### config.mk
export PLATFORM = sky130hd
export DESIGN_NAME = sram_arbiter
export DESIGN_NICKNAME = d
export VERILOG_FILES = /design/src/rtl/sram_arb_pkg.sv /design/src/rtl/rr_arb2.sv /design/src/rtl/sram_arbiter.sv
export SDC_FILE = /design/constraint.sdc
export NUM_CORES = 1
export LEC_CHECK = 0
export BUFFER_PORTS_ARGS = -buffer_cell sky130_fd_sc_hd__clkbuf_2
export CAP_MARGIN = 0
export CELL_PAD_IN_SITES_DETAIL_PLACEMENT = 0
export CELL_PAD_IN_SITES_GLOBAL_PLACEMENT = 1
export CORE_MARGIN = 2
export CORE_UTILIZATION = 37
export CTS_CLUSTER_SIZE = 10
export DETAILED_ROUTE_END_ITERATION = 6
export PLACE_DENSITY = 0.82
export SYNTH_ARGS = -nofsm -noshare
export SYNTH_HDL_FRONTEND = slang
export SYNTH_SLANG_ARGS = --single-unit
### constraint.sdc
create_clock -name Clk -period 5.1 [get_ports Clk]
set_input_delay 0.765 -clock Clk [delete_from_list [all_inputs] [get_ports Clk]]
set_output_delay 0.765 -clock Clk [all_outputs]
set_load 0.01 [all_outputs]
### src/rtl/sram_arb_pkg.sv
// Shared types for the SRAM arbiter.
//   state_e : sequencer states (IDLE -> ACCESS -> DONE -> IDLE)
//   req_e   : requester identity, also the encoding of the round-robin history
//   WAIT_CYCLES_DEF : default number of ACCESS cycles per transaction
package sram_arb_pkg;

  typedef enum logic [1:0] {
    IDLE   = 2'd0,
    ACCESS = 2'd1,
    DONE   = 2'd2
  } state_e;

  typedef enum logic {
    REQ_CPU = 1'b0,
    REQ_LD  = 1'b1
  } req_e;

  localparam int unsigned WAIT_CYCLES_DEF = 2;

endpackage

### src/rtl/rr_arb2.sv
// Combinational two-way round-robin pick.
//   req_i[0]  : CPU request
//   req_i[1]  : loader request
//   last_i    : requester granted most recently
//   gnt_vld_o : at least one request present
//   gnt_id_o  : winning requester (meaningful only when gnt_vld_o is high)
module rr_arb2
  import sram_arb_pkg::*;
(
  input  logic [1:0] req_i,
  input  req_e       last_i,
  output logic       gnt_vld_o,
  output req_e       gnt_id_o
);

  always_comb begin
    gnt_vld_o = |req_i;
    gnt_id_o  = REQ_CPU;
    case (req_i)
      2'b01:   gnt_id_o = REQ_CPU;
      2'b10:   gnt_id_o = REQ_LD;
      2'b11: begin
        // On a tie the side that did not win last time goes next.
        if (last_i == REQ_CPU) gnt_id_o = REQ_LD;
        else                   gnt_id_o = REQ_CPU;
      end
      default: gnt_id_o = REQ_CPU;
    endcase
  end

endmodule

### src/rtl/sram_arbiter.sv
// Sequencer sharing one 16-bit asynchronous SRAM between the CPU memory path
// and the program loader. Each transaction runs IDLE -> ACCESS (WAIT_CYCLES
// cycles) -> DONE (ack) -> IDLE, so accesses are never back to back.
// Ports:
//   Clk, Reset (async, active-low)
//   cpu_req/we/addr/wdata -> cpu_rdata, cpu_ack   CPU requester
//   ld_req/we/addr/wdata  -> ld_rdata,  ld_ack    loader requester
//   CE, UB, LB, OE, WE    active-low SRAM strobes
//   ADDR                  zero-extended latched word address
//   Data_out, Data_oe     write data and drive enable for the pad tristate
//   Data_in               read data from the pad
//   busy                  high whenever not in IDLE
module sram_arbiter
  import sram_arb_pkg::*;
#(
  parameter int unsigned ADDR_W      = 20,
  parameter int unsigned WAIT_CYCLES = WAIT_CYCLES_DEF
) (
  input  logic              Clk,
  input  logic              Reset,
  input  logic              cpu_req,
  input  logic              cpu_we,
  input  logic [15:0]       cpu_addr,
  input  logic [15:0]       cpu_wdata,
  output logic [15:0]       cpu_rdata,
  output logic              cpu_ack,
  input  logic              ld_req,
  input  logic              ld_we,
  input  logic [15:0]       ld_addr,
  input  logic [15:0]       ld_wdata,
  output logic [15:0]       ld_rdata,
  output logic              ld_ack,
  output logic              CE,
  output logic              UB,
  output logic              LB,
  output logic              OE,
  output logic              WE,
  output logic [ADDR_W-1:0] ADDR,
  output logic [15:0]       Data_out,
  output logic              Data_oe,
  input  logic [15:0]       Data_in,
  output logic              busy
);

  localparam logic [3:0] WAIT_LOAD = 4'(WAIT_CYCLES - 1);

  state_e      state_q, state_d;
  logic [3:0]  wait_q, wait_d;
  req_e        last_q, last_d;
  req_e        id_q, id_d;
  logic        we_q, we_d;
  logic [15:0] addr_q, addr_d;
  logic [15:0] wdata_q, wdata_d;
  logic [15:0] cpu_rdata_q, cpu_rdata_d;
  logic [15:0] ld_rdata_q, ld_rdata_d;

  logic gnt_vld;
  req_e gnt_id;

  rr_arb2 u_rr (
    .req_i     ({ld_req, cpu_req}),
    .last_i    (last_q),
    .gnt_vld_o (gnt_vld),
    .gnt_id_o  (gnt_id)
  );

  always_ff @(posedge Clk or negedge Reset) begin
    if (!Reset) begin
      state_q     <= IDLE;
      wait_q      <= 4'd0;
      last_q      <= REQ_LD;  // CPU wins the first tie
      id_q        <= REQ_CPU;
      we_q        <= 1'b0;
      addr_q      <= 16'h0000;
      wdata_q     <= 16'h0000;
      cpu_rdata_q <= 16'h0000;
      ld_rdata_q  <= 16'h0000;
    end else begin
      state_q     <= state_d;
      wait_q      <= wait_d;
      last_q      <= last_d;
      id_q        <= id_d;
      we_q        <= we_d;
      addr_q      <= addr_d;
      wdata_q     <= wdata_d;
      cpu_rdata_q <= cpu_rdata_d;
      ld_rdata_q  <= ld_rdata_d;
    end
  end

  always_comb begin
    state_d     = state_q;
    wait_d      = wait_q;
    last_d      = last_q;
    id_d        = id_q;
    we_d        = we_q;
    addr_d      = addr_q;
    wdata_d     = wdata_q;
    cpu_rdata_d = cpu_rdata_q;
    ld_rdata_d  = ld_rdata_q;
    case (state_q)
      IDLE: begin
        if (gnt_vld) begin
          state_d = ACCESS;
          wait_d  = WAIT_LOAD;
          last_d  = gnt_id;
          id_d    = gnt_id;
          if (gnt_id == REQ_LD) begin
            we_d    = ld_we;
            addr_d  = ld_addr;
            wdata_d = ld_wdata;
          end else begin
            we_d    = cpu_we;
            addr_d  = cpu_addr;
            wdata_d = cpu_wdata;
          end
        end
      end
      ACCESS: begin
        if (wait_q == 4'd0) begin
          state_d = DONE;
          // Capture on the last ACCESS edge while OE is still low.
          if (!we_q) begin
            if (id_q == REQ_CPU) cpu_rdata_d = Data_in;
            else                 ld_rdata_d  = Data_in;
          end
        end else begin
          wait_d = wait_q - 4'd1;
        end
      end
      DONE:    state_d = IDLE;
      default: state_d = IDLE;
    endcase
  end

  logic in_acc, in_done;
  assign in_acc  = (state_q == ACCESS);
  assign in_done = (state_q == DONE);

  // Chip select spans DONE so address/data stay qualified after WE/OE rise.
  assign CE       = ~(in_acc | in_done);
  assign UB       = CE;
  assign LB       = CE;
  assign OE       = ~(in_acc & ~we_q);
  assign WE       = ~(in_acc & we_q);
  assign Data_oe  = (in_acc | in_done) & we_q;
  assign Data_out = wdata_q;
  assign ADDR     = ADDR_W'(addr_q);
  assign cpu_ack  = in_done & (id_q == REQ_CPU);
  assign ld_ack   = in_done & (id_q == REQ_LD);
  assign cpu_rdata = cpu_rdata_q;
  assign ld_rdata  = ld_rdata_q;
  assign busy     = (state_q != IDLE);

endmodule

==> summary.txt, run 1 <==
Synthesis
  • Post-synthesis xor/xnor area fraction: 0
  • Post-Syn Instances: 279
  • Post-synthesis simple-gate area fraction: 0.0893
  • Avg Cell Area, Syn: 12.1 µm²
  • Syn. warnings: 0
  • Post-synthesis sequential area ratio: 0.541
  • Mux share of post-synthesis cell area: 0.219
  • Cell accounting for the most synthesized area: dfrtp_1
  • Yosys top cell area share: 0.534
  • Cell area after synthesis: 3380 µm²
  • Synth cell types: 35
  • Synth Register Bits: 73
  • Area share of fa/ha/maj cells after synthesis: 0.0222
  • Main area contributors after synthesis: dfrtp_1 53%, mux2i_1 9.8%, mux2_2 7.7%
  • Compound-gate portion of the synthesized area: 0.0745
  • Largest family of logic cells by synthesized area: multiplexers

Worst setup path
  • Worst EP required: 5.32 ns
  • Critical Path End: cpu_rdata[15]
  • Cells on worst reg2reg path: 5
  • Arr. time, crit path: 3.06 ns
  • RR Endpoint: cpu_rdata[15]
  • Critical Path Max Stage Delay: 0.89 ns
  • Buf/Inv on CP: 1
  • R2r startpoint: state_q[1]
  • CP cell instances: inv_1, ha_1, nor3b_2, nand4bb_1, mux2_4
  • CP Capture Type: flip-flop
  • Slowest CP cell: nand4bb_1
  • Crit path from: state_q[1]
  • Critical Path Start Type: flip-flop
  • WS Path Type: flip-flop to flip-flop
  • Max FO, Critical Path: 16
  • FF-to-FF setup slack: between 2 and 2.5 ns
  • WP depth: 5
  • Crit path max-delay family: simple AND/OR/NAND/NOR gates

Routing
  • Initial DRC Count: 37
  • WL final: 7260 µm
  • Vias/cell: 4.68
  • Detail Route Antenna Nets: 0
  • Wire length per cell: 13.4 µm
  • TritonRoute pass-1 iters: 3
  • Number of remaining DRC errors: 0
  • Vias after detailed routing: 2543

Global route
  • Gr ovfl total: 0
  • Initial antenna violation count: 0
  • Total Routing Usage GR: 0.149
  • Global-route wire length before repair: about 12000 µm
  • Largest net degree at the start of global routing: 74
  • Vias in the first global route: 2502

Floorplanning
  • Die H: 99.5 µm
  • Starting Density: 0.383
  • Die area: 9910 µm²
  • Core area: 8810 µm²
  • Row count: 34
  • Die X: 99.5 µm
  • Number of top-level pins: 163

Clock tree
  • CTS Buffer Depth: 2
  • Worst-Skew Late Latency: 0.34 ns
  • Clk slew on worst S/H paths: 0.08 ns
  • H-Tree Depth: 3
  • Clock Tree Root: clkbuf_8
  • Clock tree sinks: 73
  • Cts bufs inserted: 9
  • CTS tree: built
  • Post-cts sizing count: 0
  • Post-CTS setup buffers: 0
  • # hold bufs at CTS: 0

Layout
  • Most frequent cells in the layout: 157 x clkbuf_2, 72 x dfrtp_1, 39 x o21ai_0, 36 x nand2_1, 33 x mux2i_1
  • Post-route insts no fill: 543
  • Antenna cells: 0
  • Fin nets: approximately 520
  • Area Overhead vs Synth: 29.8%
  • Commonest non-fill, non-tap cell in the layout: clkbuf_2
  • Share of cells above drive strength 1: 0.492

Place
  • Cells after DPL: around 530
  • IO buf count: 158
  • Post-DP HPWL: 5470 µm
  • GPL Wtd Cong: about 0.82
  • Pre-CTS setup slack: 2.22 ns

Timing
  • Crit path time final: about 2.8 ns
  • Fmax: 0.352 GHz
  • Final hold viol count: 0
  • Slack of the critical path: 2.26 ns
  • Tcrit/Tclk final: 0.557
  • Slew at the pin closest to its max-slew limit: 1.08 ns
  • RSZ-0062 raised after global routing: no
  • Worst slew margin: 0.276
  • Skew final: 0.0122 ns
  • Setup TNS: 0 ns
  • Fin. max-slew vios: 0
  • Final setup violation count: 0

Power
  • Leakage: 2.38 nW
  • Tot Pwr: 2.58 mW
  • PD cells: 589 nW/µm²
  • Peak VDD IR: approximately 200 µV

Run
  • # Max-Cap Violations: 0

Worst hold path
  • Hold Crit Class: flip-flop to flip-flop
  • Hold Crit Start: addr_q[4]

Status
  • Status: finished, final reports clean
worst register-to-register path, delay by kind of cell (launching register included):
kind,cells,cell delay (ns)
adders and majority gates,1,0.39
buffers and inverters,1,0.11
DFF,1,0.39
muxes,1,0.62
and+or+nand+nor,2,1.23
state kept, by name, indices dropped and copies added (netlist names):
register   cells
ld_rdata      16
wait_q         4
addr_q        16
cpu_rdata     16
last_q         1
Data_out      16
we_q           1
id_q           1
state_q        2
through the flow:
stage	utilization	hold slack, ns	instance area (µm²)
floorplan	-	0.469	3390
global placement	0.475	0.461	4180
detailed placement	0.475	0.470	4180
CTS	0.498	0.490	4380
global route	0.498	0.511	4380
finish	0.498	0.483	4380
routing by layer:
layer,part of all wire,track usage,routed length [µm],vias up
met5,0,0,0,-
met4,0.012,0.0506,85,0
met3,0.079,0.0415,575,10
met2,0.47,0.250,3440,110
met1,0.44,0.185,3160,1165
li1,-,-,-,1258
power by group:
group | switching (mW) | internal (mW)
logic | 0.572 | 0.520
registers | 0.169 | 0.868
clock network | 0.221 | 0.230
area by class of cell:
type	count	area, µm²
sequential	73	1830
timing repair buffer	159	801
tap	108	135
clock inverter	7	75.1
clock buffer	9	124
inverter	7	26.3
fill	838	4420
multi-input combinational	180	1390
synthesized netlist by cell type:
| cell type | count |
|---|---|
| or3b_2 | 1 |
| buf_4 | 8 |
| nand4b_4 | 1 |
| nand3b_1 | 1 |
| mux2_4 | 10 |
| dfrtp_1 | 72 |
| buf_6 | 2 |
| clkbuf_1 | 5 |
| nand3_1 | 4 |
| conb_1 | 1 |
| or3_1 | 1 |
| dfstp_2 | 1 |
| o211ai_1 | 1 |
| o21a_1 | 1 |
| a31oi_1 | 1 |
| o21ai_0 | 40 |
| a21oi_1 | 2 |
| or4b_1 | 1 |
| or4_1 | 3 |
| nor2b_1 | 1 |
| nor3b_2 | 1 |
| nor3b_1 | 2 |
| and2_1 | 2 |
| a21bo_2 | 1 |
| buf_2 | 6 |
| nand2b_1 | 1 |
| nand2_1 | 36 |
| mux2i_1 | 33 |
| nor2_1 | 1 |
| inv_1 | 7 |
| mux2_2 | 23 |
| o311a_1 | 1 |
| ha_1 | 6 |
| buf_12 | 1 |
| nand4bb_1 | 1 |
kinds of logic after synthesis:
family,Yosys count
DFF,73
muxes,66
and+or+nand+nor,57
AOI/OAI and AO/OA,47
buffers and inverters,29
adders and majority gates,6
other,1
how the worst min path moves through the flow:
stage	to	slack, ns	cells past startpoint
6_report	addr_q[4]	0.48	2
4_1_cts	addr_q[4]	0.49	2
5_1_grt	addr_q[4]	0.51	2
3_3_place_gp	Data_out[9]	0.46	2
3_5_place_dp	addr_q[4]	0.47	2
2_1_floorplan	Data_out[0]	0.47	0
Power figures use the tool's default switching activity.
==> run 2: changes to the inputs <==
- CORE_UTILIZATION: 37 -> 35
- PLACE_DENSITY: 0.82 -> 0.78
- clock period: 5.1 -> 2.65 ns (I/O delays scaled with it)
==> run 2 against run 1 <==
  * Die area up 5.5%
  * Maximum frequency up 40%
  * Critical path depth unchanged
  * Largest cell class unchanged
  * Clock skew about the same
  * Combinational power up 96%
  * Register-to-register slack worse by 1.6 ns
  * Critical endpoint is now ld_rdata[3]
  * Wire length up 4.5%
  * First-iteration DRC count up 41%
  * Count of clock-buffer cells in the layout up 1
==> summary.txt, run 2 (synthesis gave the netlist of run 1 again) <==
Worst setup path
  • Critical Path Max Stage Delay: 0.39 ns (was 0.89 ns)
  • Cells on worst reg2reg path: 5 (unchanged)
  • WS Path Type: flip-flop to flip-flop (unchanged)
  • RR Endpoint: ld_rdata[3] (was cpu_rdata[15])
  • R2r startpoint: state_q[1] (unchanged)
  • Critical Path End: ld_rdata[3] (was cpu_rdata[15])
  • CP Capture Type: flip-flop (unchanged)
  • Arr. time, crit path: 2.27 ns (was 3.06 ns)
  • Crit path from: state_q[1] (unchanged)
  • FF-to-FF setup slack: 0.62 ns (was 2.26 ns)
  • CP cell instances: inv_1, ha_1, nor3b_2, nand4b_4, mux2_2 (was inv_1, ha_1, nor3b_2, nand4bb_1, mux2_4)
  • Worst EP required: 2.90 ns (was 5.32 ns)
  • Max FO, Critical Path: 16 (unchanged)
  • Critical Path Start Type: flip-flop (unchanged)
  • Slowest CP cell: dfrtp_1 (was nand4bb_1)

Timing
  • Worst Hold Slack: 0.154 ns (was 0.483 ns)
  • Slack of the critical path: 0.624 ns (was 2.26 ns)
  • Skew final: 0.0120 ns (was 0.0122 ns)
  • Tcrit/Tclk final: 0.764 (was 0.557)
  • Worst slew margin: 0.392 (was 0.276)
  • Fmax: 0.494 GHz (was 0.352 GHz)
  • Fin. max-slew vios: 0 (unchanged)
  • Setup TNS: 0 ns (unchanged)
  • Crit path time final: 2.03 ns (was 2.84 ns)
  • RSZ-0062 raised after global routing: no (unchanged)
  • Final hold viol count: 0 (unchanged)
  • Final setup violation count: 0 (unchanged)
  • Slew at the pin closest to its max-slew limit: 0.912 ns (was 1.08 ns)

Clock tree
  • # hold bufs at CTS: 0 (unchanged)
  • Clk slew on worst S/H paths: 0.08 ns (about the same)
  • H-Tree Depth: 3 (unchanged)
  • Cts bufs inserted: 9 (unchanged)
  • CTS Buffer Depth: 2 (unchanged)
  • Post-CTS setup buffers: 0 (unchanged)
  • Worst-Skew Late Latency: 0.36 ns (was 0.34 ns)
  • Clock Tree Root: clkbuf_8 (unchanged)
  • CTS tree: built (unchanged)
  • Post-cts sizing count: 0 (unchanged)
  • Clock tree sinks: 73 (unchanged)

Routing
  • Wire length per cell: 13.4 µm (about the same)
  • Number of remaining DRC errors: 0 (unchanged)
  • TritonRoute pass-1 iters: 4 (was 3)
  • WL final: 7590 µm (was 7260 µm)
  • Detail Route Antenna Nets: 0 (unchanged)
  • Initial DRC Count: 52 (was 37)
  • Vias/cell: 4.49 (was 4.68)
  • Vias after detailed routing: 2552 (was 2543)

Place
  • Post-DP HPWL: 5730 µm (was 5470 µm)
  • DP Area: 4250 µm² (was 4180 µm²)
  • GPL Wtd Cong: 0.705 (was 0.823)
  • IO buf count: 158 (unchanged)
  • Pre-CTS setup slack: 0.616 ns (was 2.22 ns)

Power
  • PD cells: 1110 nW/µm² (was 589 nW/µm²)
  • Comb pwr share: 0.435 (was 0.423)
  • Tot Pwr: 4.91 mW (was 2.58 mW)
  • Clock Power Share: 0.158 (was 0.175)
  • Sequential fraction of design power: 0.408 (was 0.402)
  • Net Sw Frac: 0.383 (was 0.373)
  • Pint: 3.03 mW (was 1.62 mW)
  • Leakage: 2.38 nW (about the same)
  • P_sw: 1.88 mW (was 962 µW)
  • Peak VDD IR: 415 µV (was 201 µV)

Global route
  • Gr ovfl total: 0 (unchanged)
  • Vias in the first global route: 2418 (was 2502)
  • Total Routing Usage GR: 0.150 (was 0.149)
  • Initial antenna violation count: 0 (unchanged)
  • Global-route wire length before repair: 11900 µm (was 11800 µm)
  • Largest net degree at the start of global routing: 74 (unchanged)

Worst hold path
  • Hold Crit Class: primary input to async pin (was flip-flop to flip-flop)

Layout
  • Fin nets: 526 (was 522)
  • Area Overhead vs Synth: 31.0% (was 29.8%)
  • Antenna cells: 0 (unchanged)
  • Post-route cell area: 4420 µm² (was 4380 µm²)
  • Share of cells above drive strength 1: 0.494 (was 0.492)
  • Most frequent cells in the layout: 157 x clkbuf_2, 72 x dfrtp_1, 39 x o21ai_0, 36 x nand2_1, 33 x mux2i_1 (unchanged)
  • Commonest non-fill, non-tap cell in the layout: clkbuf_2 (unchanged)

Status
  • Status: finished, final reports clean (unchanged)

Run
  • # Max-Cap Violations: 0 (unchanged)

Floorplanning
  • Die X: 102 µm (was 99.5 µm)
  • Row count: 35 (was 34)
  • Core area: 9280 µm² (was 8810 µm²)
  • Number of top-level pins: 163 (unchanged)
  • Die area: 10500 µm² (was 9910 µm²)
  • Starting Density: 0.364 (was 0.383)
  • Die H: 102 µm (was 99.5 µm)
-- run 2: through the flow --
step                      std cells   util
final                           568  0.476
after global routing            568  0.476
after CTS                       568  0.476
after detailed placement        552  0.458
after global placement          552  0.458
after floorplan                 282      -
-- run 2: worst min-delay path by stage --
stage                           start            end  slack (ns)  cells after the start
final                           Reset  cpu_rdata[15]        0.15                      1
after global placement    Data_out[6]    Data_out[6]        0.46                      2
after CTS                       Reset   ld_rdata[11]        0.20                      1
after floorplan                 Reset    Data_out[0]        0.10                      0
after detailed placement  Data_out[7]    Data_out[7]        0.47                      2
after global routing            Reset  cpu_rdata[15]        0.23                      1
-- run 2: cell type report --
type | instances | area, µm²
inverter | 7 | 26.3
fill | 917 | 4860
tap | 129 | 161
sequential | 73 | 1830
timing repair buffer | 163 | 843
multi-input combinational | 180 | 1390
clock inverter | 6 | 42.5
clock buffer | 10 | 128
-- run 2: per-layer routing --
metal	GRT usage	vias to the layer above	part of all wire
met5	0	-	0
met4	0.0492	0	0.014
met3	0.0670	9	0.099
met2	0.221	126	0.43
met1	0.197	1144	0.46
li1	-	1273	-
-- run 2: critical path: cells and delay by family, from the launching register on --
kind          cells  cell delay (ns)
fa+ha+maj         1             0.38
buf+inv           1             0.12
flops             1             0.39
mux               1             0.37
simple gates      2             0.66
-- run 2: power groups by stage --
stage          clock network [mW]  registers [mW]  logic [mW]
6_report                    0.774            2.00        2.14
5_1_grt                     0.865            2.08        2.40
4_1_cts                     0.807            2.01        2.18
3_5_place_dp                    0            2.02        2.19
3_3_place_gp                    0            2.00        2.15
2_1_floorplan                   0            2.21        1.11
